$ cat config.mk
export PLATFORM = sky130hd
export DESIGN_NAME = liteic_arbiter
export DESIGN_NICKNAME = d
export VERILOG_FILES = /design/src/rtl/liteic_arbiter.sv
export SDC_FILE = /design/constraint.sdc
export NUM_CORES = 1
export LEC_CHECK = 0
export CAP_MARGIN = 5
export CELL_PAD_IN_SITES_DETAIL_PLACEMENT = 0
export CELL_PAD_IN_SITES_GLOBAL_PLACEMENT = 1
export CORE_AREA = 2 2 152 154
export CTS_BUF_LIST = sky130_fd_sc_hd__clkbuf_16
export CTS_CLUSTER_DIAMETER = 40
export DETAILED_ROUTE_END_ITERATION = 8
export DIE_AREA = 0 0 154 156
export GPL_TIMING_DRIVEN = 0
export PLACE_DENSITY_LB_ADDON = 0.08
export SKIP_LAST_GASP = 1
export SLEW_MARGIN = 20
export SYNTH_ARGS = -nofsm -noshare
export SYNTH_HDL_FRONTEND = slang
export SYNTH_SLANG_ARGS = --single-unit
$ cat constraint.sdc
create_clock -name clk -period 16.7 [get_ports clk]
set_input_delay 3.34 -clock clk [delete_from_list [all_inputs] [get_ports clk]]
set_output_delay 3.34 -clock clk [all_outputs]
set_load 0.01 [all_outputs]
$ cat src/rtl/liteic_arbiter.sv
// liteic_arbiter
//   Registered request arbiter for the liteic interconnect. Picks one of
//   N_REQ requesters and holds that grant until the slave pulses done_i.
//   When done_i arrives with requests pending, the next grant is issued on
//   the following edge, so there are no idle cycles between grants.
//   RR_MODE=0 gives fixed priority (highest index wins). RR_MODE=1 gives
//   round robin starting from a rotating pointer.
//
// Ports
//   clk          system clock, all state on the rising edge
//   rstn         asynchronous active-low reset
//   req_i        per-requester request, level sensitive
//   done_i       one-cycle pulse from the slave: transaction complete
//   grant_o      registered one-hot grant, all zero when idle
//   grant_idx_o  binary index of the granted requester, zero when idle
//   grant_vld_o  high while a grant is held
//
// state | meaning
// ------+------------------------------------------------------------
// IDLE  | no grant held; any request is granted on the next edge
// BUSY  | grant locked; re-arbitrate only on done_i

module liteic_arbiter #(
  parameter int unsigned N_REQ   = 20,
  parameter int unsigned IDX_W   = $clog2(N_REQ),
  parameter int unsigned RR_MODE = 1
) (
  input  logic             clk,
  input  logic             rstn,
  input  logic [N_REQ-1:0] req_i,
  input  logic             done_i,
  output logic [N_REQ-1:0] grant_o,
  output logic [IDX_W-1:0] grant_idx_o,
  output logic             grant_vld_o
);

  typedef enum logic {
    ST_IDLE = 1'b0,
    ST_BUSY = 1'b1
  } state_t;

  state_t           r_state;
  state_t           w_state_nxt;
  logic [N_REQ-1:0] r_grant;
  logic [N_REQ-1:0] w_grant_nxt;
  logic [IDX_W-1:0] r_ptr;
  logic [IDX_W-1:0] w_ptr_nxt;

  logic             w_win_vld;
  logic [IDX_W-1:0] w_win_idx;
  logic [N_REQ-1:0] w_win_onehot;
  logic [IDX_W-1:0] w_ptr_adv;
  logic [IDX_W-1:0] w_grant_idx;

  // Bit j of this mask is set for every requester whose index has bit j set.
  function automatic logic [N_REQ-1:0] idx_mask(input int bitpos);
    logic [N_REQ-1:0] m;
    m = '0;
    for (int i = 0; i < N_REQ; i++) begin
      m[i] = (((i >> bitpos) & 1) == 1);
    end
    return m;
  endfunction

  assign w_win_vld = |req_i;

  generate
    if (RR_MODE == 0) begin : g_fixed
      // Ascending scan, last hit is kept: the highest set bit wins.
      always_comb begin
        w_win_idx = '0;
        for (int i = 0; i < N_REQ; i++) begin
          if (req_i[IDX_W'(i)]) begin
            w_win_idx = IDX_W'(i);
          end
        end
      end
    end else begin : g_rr
      // Scan N_REQ positions starting at the pointer, wrapping past the top.
      always_comb begin
        logic found;
        int   pos;
        found     = 1'b0;
        pos       = 0;
        w_win_idx = '0;
        for (int k = 0; k < N_REQ; k++) begin
          pos = int'(r_ptr) + k;
          if (pos >= int'(N_REQ)) begin
            pos = pos - int'(N_REQ);
          end
          if (!found && req_i[IDX_W'(pos)]) begin
            found     = 1'b1;
            w_win_idx = IDX_W'(pos);
          end
        end
      end
    end
  endgenerate

  assign w_win_onehot = {{(N_REQ-1){1'b0}}, 1'b1} << w_win_idx;
  assign w_ptr_adv    = (w_win_idx == IDX_W'(N_REQ-1)) ? '0 : w_win_idx + 1'b1;

  always_comb begin
    w_state_nxt = r_state;
    w_grant_nxt = r_grant;
    w_ptr_nxt   = r_ptr;
    case (r_state)
      ST_IDLE: begin
        if (w_win_vld) begin
          w_state_nxt = ST_BUSY;
          w_grant_nxt = w_win_onehot;
          if (RR_MODE != 0) w_ptr_nxt = w_ptr_adv;
        end
      end
      ST_BUSY: begin
        // req_i is only looked at on done_i, so the lock cannot be disturbed.
        if (done_i) begin
          if (w_win_vld) begin
            w_grant_nxt = w_win_onehot;
            if (RR_MODE != 0) w_ptr_nxt = w_ptr_adv;
          end else begin
            w_state_nxt = ST_IDLE;
            w_grant_nxt = '0;
          end
        end
      end
      default: begin
        w_state_nxt = ST_IDLE;
        w_grant_nxt = '0;
      end
    endcase
  end

  always_ff @(posedge clk or negedge rstn) begin
    if (!rstn) begin
      r_state <= ST_IDLE;
      r_grant <= '0;
      r_ptr   <= '0;
    end else begin
      r_state <= w_state_nxt;
      r_grant <= w_grant_nxt;
      r_ptr   <= w_ptr_nxt;
    end
  end

  // Index is encoded from the registered one-hot, so it can never disagree
  // with grant_o and needs no flops of its own.
  generate
    for (genvar j = 0; j < IDX_W; j++) begin : g_idx
      assign w_grant_idx[j] = |(r_grant & idx_mask(j));
    end
  endgenerate

  assign grant_o     = r_grant;
  assign grant_idx_o = w_grant_idx;
  assign grant_vld_o = |r_grant;

endmodule

* After elaboration in Yosys (flattened, before gate mapping)
Cells that the tools add are included.
W data, S select, Z words.
** Storage, ports and cells
- Output and inout port bits :: 26
- Register bits after elaboration :: 26
** Operators by class
- Order comparisons :: 40
- Mux-type cells :: 130
- Equal/unequal tests :: 3
- Add/subtract/negate cells :: 40
- Reductions and logical operators :: 46
- Bitwise operators :: 1
- Shifts and indexed selects :: 1
** Operator list (number)
- $mux W5 :: 43
- $lt A5 B7 Y1 const B :: 20
- $ge A6 B5 Y1 const B :: 19
- $bmux W1 S5 :: 20
- $sub A5 B5 Y5 const B :: 20
- $mux W1 :: 61
- $mux W20 :: 3
- $add A5 B4 Y6 const B :: 8
- $pmux W20 S2 :: 1
- $reduce_or A20 Y1 :: 2
- $add A5 B3 Y6 const B :: 4
- $add A5 B5 Y6 const B :: 4
- $reduce_or A10 Y1 :: 2
- $shl A1 B5 Y20 const A :: 1
- $logic_and A1 B1 Y1 :: 19
- $logic_not A1 Y1 :: 19
- $reduce_or A8 Y1 :: 2
- $add A5 B2 Y6 const B :: 2
- $pmux W5 S2 :: 1
- $add A5 B1 Y6 const B :: 1
- $add A5 B1 Y5 const B :: 1
- $eq A5 B5 Y1 const B :: 1
- $ge A5 B5 Y1 const B :: 1
- $ne A2 B2 Y1 const B :: 2
- 4 further kinds :: 4

* Longest topological paths before layout
- Depth after elaboration :: 68
- Gate-level depth with buffers :: 27

* Worst setup path before layout
No wires, ideal clock.
- Path kind :: input-to-reg
- Start point :: input port req_i[6]
- End point :: register r_ptr[4]
- Path buffers :: 0
- Arrival :: 7336 ps
- Stages on the path :: 15
- Data required time :: 16613 ps
- Setup slack :: 9277 ps
- Cells stage by stage :: mux2_1 mux2_2 mux4_2 a21boi_4 nor3b_4 nand4_2 or4_1 or3_4 inv_1 nor3_1 a21oi_1 ha_1 inv_1 or4_1 a22oi_1
** Between the ends
- Word-level cells in the longest chain between the ends :: 66
- Elaborated cells on any way between the ends :: 144
** RTL lines
- from (decl) :: line 30 : input logic [N_REQ-1:0] req_i,
- $bmux W1 S5 :: line 91 : if (!found && req_i[IDX_W'(pos)]) begin
- $mux W1 (not written as such) (2 in a row) :: line 91
- $mux W1 :: line 91
- $logic_not A1 Y1 :: line 91
- $logic_and A1 B1 Y1 :: line 91
- $mux W1 :: line 91
- $logic_not A1 Y1 :: line 91
- $logic_and A1 B1 Y1 :: line 91
- (+49 left out)
- $logic_not A1 Y1 :: line 91
- $logic_and A1 B1 Y1 :: line 91
- $mux W5 :: line 91
- $add A5 B1 Y5 / $eq A5 B5 Y1 (equally long branches) :: line 101 : assign w_ptr_adv = (w_win_idx == IDX_W'(N_REQ-1)) ? '0 : w_win_idx + 1'b1;
- $mux W5 :: line 101
- $mux W5 * :: line 109, 118
- $mux W5 :: line 117 : if (done_i) begin
- $pmux W5 S2 * :: line 107 : case (r_state)
- to (signal assigned) :: line 142 : r_ptr <= w_ptr_nxt;
- to (decl) :: line 46 : logic [IDX_W-1:0] r_ptr;
Mark *: on every way between the ends. The rest lies on a longest branch, timed or not. The select of a mux whose other input is x is not followed.
A chain may end at the register's enable or synchronous reset.

* Worst setup path after layout
- Start point :: input port req_i[2]
- End point :: register r_ptr[4]
The elaborated chain is that of the path after synthesis.

==> flow_summary.toml <==
[run_status]
run_status = "complete, no violations"

[finish]
commonest_non_fill_non_tap_cell_in_the_layout = "sky130_fd_sc_hd__nand2_1"
drive_above_1_share_pct = 11.7
antenna_cells_inserted = 0
layout-area-overhead-vs-synth_pct = 12.8
highest_count_cells_in_the_layout_ignoring_fill_and_taps = "sky130_fd_sc_hd__nand2_1, sky130_fd_sc_hd__a21oi_1, sky130_fd_sc_hd__nor2_1"
num-nets-final = 1079

[grt]
number_of_antenna_violations_at_the_first_check_in_global_routing = 1
grt_remaining_overflow = 0
via_count_of_the_first_global_routing_pass = 7719
grt_total_usage_pct = 27.1
grt_max_degree = 27
grt_pass1_wl_mm = 49.7

[timing]
final-hold-violation-count = 0
totalNegativeSetupSlack_ns = 0
timing.final.ws_setup_ns = 8.00
maxSlewViolCount = 0
max_slew.worst_pin.slew_ns = 1.15
setup-violations-final = 0
setup_repair_after_global_routing_missed_its_margin = "no"
min_period_over_period_pct = 52.1
post_route_skew_ns = 0.00771
max_freq_ghz = 0.115
max_slew_margin_pct = 22.6
post-route-min-period_ns = 8.70

[worst_setup_path]
cp_cell_sequence = "clkdlybuf4s50_1, mux4_2, or3_1, a21oi_1, o32a_1, clkbuf_1, nand4b_1, buf_2, nor4_2, nand2_1, o22ai_1, nor3_1, a21oi_1, ha_1, inv_1, or4_1, a22oi_1"
end_kind = "flop"
reg2reg_from = "r_ptr[0]$_DFFE_PN0P_"
worst_r2r_path_depth = 26
worst_path_max_delay_cell = "sky130_fd_sc_hd__nor4_2"
critical_path.reg2reg.endpoint = "r_ptr[4]$_DFFE_PN0P_"
reg2reg_setup_slack_ns = 8.82
required_ns = 16.89
critical_path.n_buffers_inverters = 4
cpLargestDelayFamily = "simple AND/OR/NAND/NOR gates"
crit_path_max_incr_delay_ns = 0.65
critPathMostFrequentCell = "sky130_fd_sc_hd__a21oi_1"
critical_path_fanouts_max = 10
startpoint_type = "input port"
worst_ep_arrival_time_ns = 8.89
timing_worst_setup_path_type = "in -> reg"

[place]
final_wtd_congestion = 0.973
dp_slack_ns = 7.94
port_buffers = 48
place.detailed.hpwl_mm = 26.5

[hold_path]
hold_path_end = "grant_o[16]$_DFFE_PN0P_"
hold_class = "reg -> reg"
min-delay-start = "grant_o[16]$_DFFE_PN0P_"
worstHoldPathCells = 2

[clocking]
cts.repair_timing.setup_buffer_count = 0
numCtsBuffers = 3
resize_count_post_cts = 0
cts.reportedPaths.clkPinSlew_ns = 0.07
holdBufCountCts = 0
clkSinkCount = 26
tritoncts_clock_tree = "done"
clockBufferDepth = 2
clock_latency_ns = 0.27
cts_htree_levels = 1
cts_root_buf = "sky130_fd_sc_hd__clkbuf_16"

[floorplanning]
starting_density_of_the_core_pct = 32.6
total_die_area_mm2 = 0.0240
fp-row-count = 55
io_pins = 49
die_width_um = 154
chipHeight_um = 156
core-area_mm2 = 0.0224

[synthesis]
ys_seq_area_share_pct = 8.92
synth.net_count = 1026
synthFlopType = "sky130_fd_sc_hd__dfrtp_1"
ys_warn_count = 0
synth.lib_cells_used.distinct = 105
cells_taking_the_most_area_after_synthesis = "sky130_fd_sc_hd__dfrtp_1, sky130_fd_sc_hd__ha_1, sky130_fd_sc_hd__mux2_2"
syn-cell-area_mm2 = 0.00729
synthesis.area_per_instance_um2 = 7.66
yosys_register_bits = 26
post_synth_inst_count = 952
synth_top_cell_area_share_pct = 8.92
ys_async_sr_fraction_pct = 100
synth_edf_count = 0
synth_top_area_cell = "sky130_fd_sc_hd__dfrtp_1"

[drt]
post_drt_wl_per_cell_um = 25.8
drt-pass1-iter-count = 6
routed-via-count = 8311
drtIter0Drc = 1031
postRouteWirelength_mm = 33.3
drt.antenna.violating_nets = 0
routed_via_density = 6.45
drc = 0

[run]
cap_violations = 0
==> layer usage <==
metal  share of wire [%]  GRT usage (%)
met1                  44           37.4
met2                  44           42.3
met3                 9.1           6.25
met4                 2.9           7.30
met5                   0              0
==> state kept, by name (all words and copies together), names as in the netlist <==
| signal | cells |
|---|---|
| r_ptr | 5 |
| r_state | 1 |
| grant_o | 20 |
==> layout make-up <==
type,count,area (um2)
sequential,26,651
timing repair buffer,48,475
clock inverter,1,30.0
fill,2362,14100
tap,285,357
inverter,33,124
multi-input combinational,843,6270
buffer,50,245
clock buffer,3,75.1
==> worst min-delay path: cells and delay by family, from the launching register on <==
family / cells / cell delay, ns
compound gates: 1 / 0.06
simple gates: 1 / 0.05
flops: 1 / 0.37
==> worst max path at each step <==
stage | from | to | slack (ns) | depth (start not counted)
after detailed placement | req_i[2] | r_ptr[4]$_DFFE_PN0P_ | 7.94 | 17
after global placement | req_i[3] | r_ptr[4]$_DFFE_PN0P_ | 7.82 | 17
after floorplan | req_i[6] | r_ptr[4]$_DFFE_PN0P_ | 9.28 | 15
after CTS | req_i[2] | r_ptr[4]$_DFFE_PN0P_ | 8.17 | 17
final | req_i[2] | r_ptr[4]$_DFFE_PN0P_ | 8.00 | 17
after global routing | req_i[2] | r_ptr[4]$_DFFE_PN0P_ | 7.76 | 17
==> cell usage after synthesis, types with 9 or more instances <==
library cell / number
sky130_fd_sc_hd__and3_1: 12
sky130_fd_sc_hd__a21boi_0: 13
sky130_fd_sc_hd__mux2_2: 32
sky130_fd_sc_hd__clkbuf_1: 26
sky130_fd_sc_hd__o22ai_1: 11
sky130_fd_sc_hd__nand4_1: 11
sky130_fd_sc_hd__o31ai_1: 10
sky130_fd_sc_hd__dfrtp_1: 26
sky130_fd_sc_hd__a21o_1: 14
sky130_fd_sc_hd__a32o_1: 9
sky130_fd_sc_hd__o21a_1: 9
sky130_fd_sc_hd__nor2b_1: 15
sky130_fd_sc_hd__mux2i_1: 33
sky130_fd_sc_hd__nand2b_1: 17
sky130_fd_sc_hd__nand2_1: 79
sky130_fd_sc_hd__nor4_1: 27
sky130_fd_sc_hd__inv_1: 27
sky130_fd_sc_hd__a21oi_1: 62
sky130_fd_sc_hd__o211ai_1: 11
sky130_fd_sc_hd__a31oi_1: 13
sky130_fd_sc_hd__nor2_1: 55
sky130_fd_sc_hd__buf_2: 16
sky130_fd_sc_hd__mux4_2: 11
sky130_fd_sc_hd__and2_1: 11
sky130_fd_sc_hd__o21ai_0: 28
sky130_fd_sc_hd__o21ai_1: 9
sky130_fd_sc_hd__nor3_1: 32
sky130_fd_sc_hd__nand3_1: 32
sky130_fd_sc_hd__ha_1: 50
sky130_fd_sc_hd__xnor2_1: 30
sky130_fd_sc_hd__a211oi_1: 19
sky130_fd_sc_hd__or3_1: 11
==> cells by family after synthesis <==
logic type	Yosys count	share of synthesized area [%]
DFF	26	8.92
buffers and inverters	83	5.06
muxes	84	14.1
adders and majority gates	51	8.85
xor gates and xnor gates	35	4.41
AOI/OAI and AO/OA	311	31.1
and+or+nand+nor	362	27.5
==> metrics by stage <==
stage / util [%] / instance area, um2 / hold slack, ns / instances
after floorplan: - / 7290 / 0.498 / 952
after global placement: 36.4 / 8130 / 0.505 / 1285
after detailed placement: 36.3 / 8130 / 0.509 / 1285
after CTS: 36.8 / 8230 / 0.525 / 1289
after global routing: 36.8 / 8230 / 0.569 / 1289
final: 36.8 / 8230 / 0.514 / 1289
Power is not shown: default switching activity piles up to over one toggle a cycle in this logic, so the estimate is an artifact.
